===== config.mk =====
export PLATFORM = sky130hd
export DESIGN_NAME = hazard_scoreboard_ctrl
export DESIGN_NICKNAME = d
export VERILOG_FILES = /design/src/rtl/hazard_scoreboard_ctrl.sv
export SDC_FILE = /design/constraint.sdc
export NUM_CORES = 1
export LEC_CHECK = 0
export ABC_AREA = 1
export CORE_MARGIN = 1
export CORE_UTILIZATION = 61
export DETAILED_ROUTE_END_ITERATION = 12
export HOLD_SLACK_MARGIN = 0.12
export PLACE_DENSITY = 0.82
export SYNTH_ARGS = -nofsm -noshare
export SYNTH_HDL_FRONTEND = slang
export SYNTH_SLANG_ARGS = --single-unit
export TNS_END_PERCENT = 1

===== constraint.sdc =====
create_clock -name clk -period 2.8 [get_ports clk]
set_input_delay 0.42 -clock clk [delete_from_list [all_inputs] [get_ports clk]]
set_output_delay 0.42 -clock clk [all_outputs]
set_load 0.02 [all_outputs]

===== src/rtl/hazard_scoreboard_ctrl.sv =====
// Decode-stage scoreboard: per-register in-flight writer counters drive RAW / writer-overflow stalls.
// The FSM only measures stall duration so a stuck pipeline raises a sticky timeout flag.
//
// state    | meaning
// ST_RUN   | decode advanced (or idle) last cycle
// ST_STALL | decode held; stall_tmr_q counts down to the timeout terminal count

module hazard_scoreboard_ctrl #(
   parameter int NUM_REGS  = 32,
   parameter int ADDR_W    = 5,
   parameter int CNT_W     = 2,
   parameter int STALL_MAX = 15
) (
   input  logic                clk,
   input  logic                reset,
   input  logic                id_valid,
   input  logic [ADDR_W-1:0]   id_rs,
   input  logic [ADDR_W-1:0]   id_rt,
   input  logic                id_uses_rt,
   input  logic                id_reg_write,
   input  logic [ADDR_W-1:0]   id_wr_addr,
   input  logic                wb_reg_write,
   input  logic [ADDR_W-1:0]   wb_wr_addr,
   output logic                stall_flag_if,
   output logic                stall_flag_id,
   output logic                bubble_ex,
   output logic                issue,
   output logic [NUM_REGS-1:0] busy_mask,
   output logic                stall_timeout,
   output logic                sb_underflow
);

   localparam logic [CNT_W-1:0] CNT_MAX  = {CNT_W{1'b1}};
   localparam logic [CNT_W-1:0] CNT_ONE  = CNT_W'(1);
   localparam int               TMR_W    = $clog2(STALL_MAX + 1);
   localparam logic [TMR_W-1:0] TMR_IDLE = TMR_W'(STALL_MAX);
   localparam logic [TMR_W-1:0] TMR_LOAD = TMR_W'(STALL_MAX - 1);
   localparam logic [TMR_W-1:0] TMR_ONE  = TMR_W'(1);

   typedef enum logic {
      ST_RUN   = 1'b0,
      ST_STALL = 1'b1
   } state_t;

   state_t               state_q, state_d;
   logic [TMR_W-1:0]     stall_tmr_q, stall_tmr_d;
   logic                 timeout_q, timeout_d;
   logic                 underflow_q, underflow_d;
   logic [CNT_W-1:0]     cnt_q [NUM_REGS];
   logic [CNT_W-1:0]     cnt_d [NUM_REGS];
   logic [NUM_REGS-1:0]  busy_mask_q, busy_mask_d;
   logic [NUM_REGS-1:0]  inc_vec, dec_vec;
   logic                 rs_ready, rt_ready, wr_full;
   logic                 hazard_raw, hazard, issue_int;

   // A register with one pending writer that is writing back this cycle is readable (write-through RF).
   function automatic logic reg_ready(input logic [ADDR_W-1:0] r,
                                      input logic [CNT_W-1:0]  c,
                                      input logic              wb_we,
                                      input logic [ADDR_W-1:0] wb_a);
      return (r == '0) || (c == '0) || ((c == CNT_ONE) && wb_we && (wb_a == r));
   endfunction

   always_comb begin
      rs_ready   = reg_ready(id_rs, cnt_q[id_rs], wb_reg_write, wb_wr_addr);
      rt_ready   = reg_ready(id_rt, cnt_q[id_rt], wb_reg_write, wb_wr_addr);
      wr_full    = id_reg_write && (id_wr_addr != '0) && (cnt_q[id_wr_addr] == CNT_MAX)
                   && !(wb_reg_write && (wb_wr_addr == id_wr_addr));
      hazard_raw = id_valid && (!rs_ready || (id_uses_rt && !rt_ready) || wr_full);
      hazard     = !reset && hazard_raw;
      issue_int  = !reset && id_valid && !hazard_raw;
   end

   always_comb begin
      inc_vec = '0;
      dec_vec = '0;
      if (issue_int && id_reg_write && (id_wr_addr != '0)) inc_vec[id_wr_addr] = 1'b1;
      if (wb_reg_write && (wb_wr_addr != '0))             dec_vec[wb_wr_addr] = 1'b1;
   end

   always_comb begin
      underflow_d = underflow_q;
      busy_mask_d = '0;
      for (int i = 0; i < NUM_REGS; i++) begin
         cnt_d[i] = cnt_q[i];
         if (inc_vec[i] && !dec_vec[i]) begin
            cnt_d[i] = cnt_q[i] + CNT_ONE;
         end else if (dec_vec[i] && !inc_vec[i]) begin
            if (cnt_q[i] == '0) underflow_d = 1'b1;
            else                cnt_d[i]    = cnt_q[i] - CNT_ONE;
         end
         busy_mask_d[i] = (cnt_d[i] != '0);
      end
   end

   always_ff @(posedge clk) begin
      if (reset) begin
         for (int i = 0; i < NUM_REGS; i++) cnt_q[i] <= '0;
         busy_mask_q <= '0;
         underflow_q <= 1'b0;
      end else begin
         for (int i = 0; i < NUM_REGS; i++) cnt_q[i] <= cnt_d[i];
         busy_mask_q <= busy_mask_d;
         underflow_q <= underflow_d;
      end
   end

   always_ff @(posedge clk) begin
      if (reset) begin
         state_q     <= ST_RUN;
         stall_tmr_q <= TMR_IDLE;
         timeout_q   <= 1'b0;
      end else begin
         state_q     <= state_d;
         stall_tmr_q <= stall_tmr_d;
         timeout_q   <= timeout_d;
      end
   end

   // Timer holds remaining stall cycles before timeout; it parks at zero while the stall persists.
   always_comb begin
      state_d     = state_q;
      stall_tmr_d = stall_tmr_q;
      timeout_d   = timeout_q;
      case (state_q)
         ST_RUN: begin
            if (hazard) begin
               state_d     = ST_STALL;
               stall_tmr_d = TMR_LOAD;
            end
         end
         ST_STALL: begin
            if (hazard) begin
               if (stall_tmr_q != '0) stall_tmr_d = stall_tmr_q - TMR_ONE;
            end else begin
               state_d     = ST_RUN;
               stall_tmr_d = TMR_IDLE;
            end
         end
         default: begin
            state_d     = ST_RUN;
            stall_tmr_d = TMR_IDLE;
         end
      endcase
      if ((state_d == ST_STALL) && (stall_tmr_d == '0)) timeout_d = 1'b1;
   end

   always_comb begin
      stall_flag_if = hazard;
      stall_flag_id = hazard;
      bubble_ex     = hazard;
      issue         = issue_int;
   end

   assign busy_mask     = busy_mask_q;
   assign stall_timeout = timeout_q;
   assign sb_underflow  = underflow_q;

endmodule


==> impl_metrics.csv <==
group,metric,value,unit
synth,ys.warnings.count,0,
grt,grt_usage,41.2,%
placement,gp_congestion,1.03,
timing,skew,8.92,ps
power_and_ir_drop,power.leakage,6.52,nW
hold_path,hold_depth,2,
power_and_ir_drop,vdd_drop_max,0.398,mV
timing,hold_viol_final,0,
synth,ys_types,43,
critical_path,start_kind,"input port",
floorplanning,dieArea,15500,sq um
timing,drv_slew,0,
critical_path,worstPathRequired,3030,ps
timing,timing.final.crit_share,104,%
synth,synthesis.area,9170,sq um
critical_path,crit_type,"input port to register",
synth,yosysSeqAreaShare,22.5,%
detailed_routing,wl,33500,um
synth,synthFlopType,"dfxtp_1",
timing,max_freq,345,MHz
power_and_ir_drop,power.switching,1.13,mW
timing,slew_headroom,56.4,%
layout,utilization,80.9,%
clock_tree,clock-root-buffer,"clkbuf_16",
critical_path,rr_worst_depth,21,
power_and_ir_drop,p_int,2.52,mW
critical_path,r2r_slack,-80,ps
layout,n_antenna_cell,0,
grt,antenna_found_initial,0,
critical_path,end_kind,"register",
power_and_ir_drop,power,3.65,mW
run_status,status,"finished, violations left",
floorplanning,rows,44,
synth,synth_edf_count,0,
synth,synth-seq-cells,103,
layout,drive_above_1_share,18.8,%
critical_path,worstPathMaxFanout,10,
timing,worst_pin_slew,653,ps
clock_tree,worstSkewPairLatency,360,ps
synth,netlist_instances,1548,
run_status,violations,"negative setup slack",
clock_tree,cts_buffer_depth,2,
clock_tree,cts-buffers-inserted,9,
clock_tree,tritoncts,"done",
layout,final_cell_mix,"nand2_1, inv_1, nand3_1, buf_4, nor2_1",
grt,overflow,0,
power_and_ir_drop,comb_power_share,22.2,%
clock_tree,htree_levels,3,
detailed_routing,drt-vias-per-instance,5.80,
synth,synth_nets,1668,
timing,setup_viol,3,
clock_tree,cts.clk_slew.worst_paths,70,ps
flow_run,max_cap_viol_count,0,
hold_path,hold_start,"stall_tmr_q[2]",
detailed_routing,vias,11184,
synth,async_flop_share,0,%
layout,seq_area,2080,sq um
placement,dp_hpwl,23900,um
layout,syn_to_final_growth,28.7,%
detailed_routing,first_iter_violations,1511,
detailed_routing,wl_per_cell,17.4,um
placement,dp_cells,1884,
power_and_ir_drop,pwr-share-clk,36.9,%
timing,period_minus_slack,2900,ps
detailed_routing,drt_pre_antenna_iters,8,
layout,final_cell_count_no_fill,1928,
timing,fin_ws,-101,ps
critical_path,reg2reg_to,"sb_underflow",
floorplanning,chipWidth,125,um
floorplanning,initial_core_util,62.9,%
grt,grt_pass1_wl,50700,um
detailed_routing,remaining_drc_errors,0,
power_and_ir_drop,power_density,309,nW/um^2
power_and_ir_drop,swShare,31.0,%
grt,grt_pass1_vias,10205,
floorplanning,fp.dieH,125,um
layout,mostFrequentLayoutCell,"nand2_1",
critical_path,cp.arrival,3130,ps
detailed_routing,ant_nets,0,
hold_path,min_to,"stall_tmr_q[2]",
critical_path,r2r-start,"cnt_q[30][0]",
hold_path,hold_path_class,"register to register",
floorplanning,core,14600,sq um
placement,dpl_worst_slack,-622,ps
layout,fillerInstances,1072,
power_and_ir_drop,power_frac_seq,40.9,%
timing,tns,-112,ps
timing,rsz0062_at_grt,"true",
synth,syn_area_per_cell,5.92,sq um
layout,layout.nets,1859,
floorplanning,io-pin-count,64,
clock_tree,cts.sinks,103,
grt,grt_max_degree,48,
layout,multi_input_area,6130,sq um
placement,io_buffer_count,63,
cell type report:
cell class | count | share of cell area [%]
clock buffers | 9 | 1.91
repair buffers | 231 | 18.3
well taps | 184 | 1.95
inverters | 233 | 7.54
clock inverters | 7 | 0.731
multi-input cells | 1161 | 51.9
flip-flops and latches | 103 | 17.6
worst max path at each step:
stage	start	to	cells after the start
after floorplan	id_rs[1]	stall_flag_id	12
after global placement	id_wr_addr[3]	issue	14
after detailed placement	id_wr_addr[3]	issue	14
after CTS	cnt_q[2][0]	busy_mask[8]	20
after global routing	cnt_q[2][0]	sb_underflow	21
final	id_wr_addr[2]	sb_underflow	21
synth_stat cells, types with 3 or more instances:
library cell / instances / area share (%)
o2111ai_1: 3 / 0.29
dfxtp_1: 103 / 22
clkbuf_1: 14 / 0.57
o21ai_1: 23 / 1.3
o211ai_1: 13 / 1.1
nand3b_1: 7 / 0.57
nor2_4: 4 / 0.49
clkinv_1: 3 / 0.12
o31ai_1: 3 / 0.25
o22ai_1: 8 / 0.55
a21oi_2: 3 / 0.29
o21ai_0: 97 / 5.3
nand4_1: 3 / 0.20
nor2_1: 108 / 4.4
ha_1: 94 / 13
nor3_2: 5 / 0.55
or2_1: 4 / 0.27
buf_4: 5 / 0.41
nand2_1: 519 / 21
a21oi_1: 57 / 3.1
inv_1: 222 / 9.1
nand2b_1: 5 / 0.34
inv_2: 8 / 0.33
nand3_1: 170 / 9.3
nor3_1: 14 / 0.76
buf_2: 29 / 1.6
repair_timing:
item | 4_1_cts | 5_1_grt
setup buffers | 7 | 18
gates resized for setup | 81 | 119
setup endpoints to repair | 98 | 98
cloned | 2 | 1
hold buffers | 0 | 0
pin swaps | 14 | 15
worst max-delay path, cell delays in order:
cell and delay, ps:
clkdlybuf4s15_2 230, buf_4 150, nor3_2 50, buf_4 160
nand2_1 110, nand2_1 80, nor2_1 130, nand2_1 100
nand3_2 80, nand2_2 60, nor2_4 160, nand2_4 100
nor2_8 220, buf_12 170, nand3_1 110, nand3_1 120
nand2_1 60, nor2_1 250, nand2_1 150, nor2_1 130
a21oi_1 60
layer usage:
metal / global-route usage, % / part of all wire (%)
met1: 48.6 / 37
met2: 67.2 / 44
met3: 9.11 / 12
met4: 26.6 / 7.0
met5: 0 / 0
flip-flops by register name, indices dropped and copies added, names as in the netlist:
register	cells
state_q	1
sb_underflow	1
stall_tmr_q	4
cnt_q	64
busy_mask	32
stall_timeout	1
metrics by stage:
step,hold slack (ps),instance area (sq um)
finish,481,11800
global route,506,11800
CTS,479,11600
detailed placement,457,11000
global placement,446,11000
floorplan,446,9170
logic make-up after synthesis:
kind of cell / after synthesis / share of synthesized area [%]
flops: 103 / 22.5
compound gates: 217 / 13.0
simple gates: 849 / 39.3
xor+xnor: 1 / 0.0955
fa+ha+maj: 94 / 12.8
buf+inv: 284 / 12.3
power groups by stage:
stage	Combinational [mW]	Sequential, mW	Clock [mW]
2_1_floorplan	0.378	1.53	0
3_3_place_gp	0.702	1.52	0
3_5_place_dp	0.710	1.52	0
4_1_cts	0.756	1.49	1.36
5_1_grt	0.854	1.49	1.41
6_report	0.811	1.49	1.34
(Power assumes the default switching activity.)
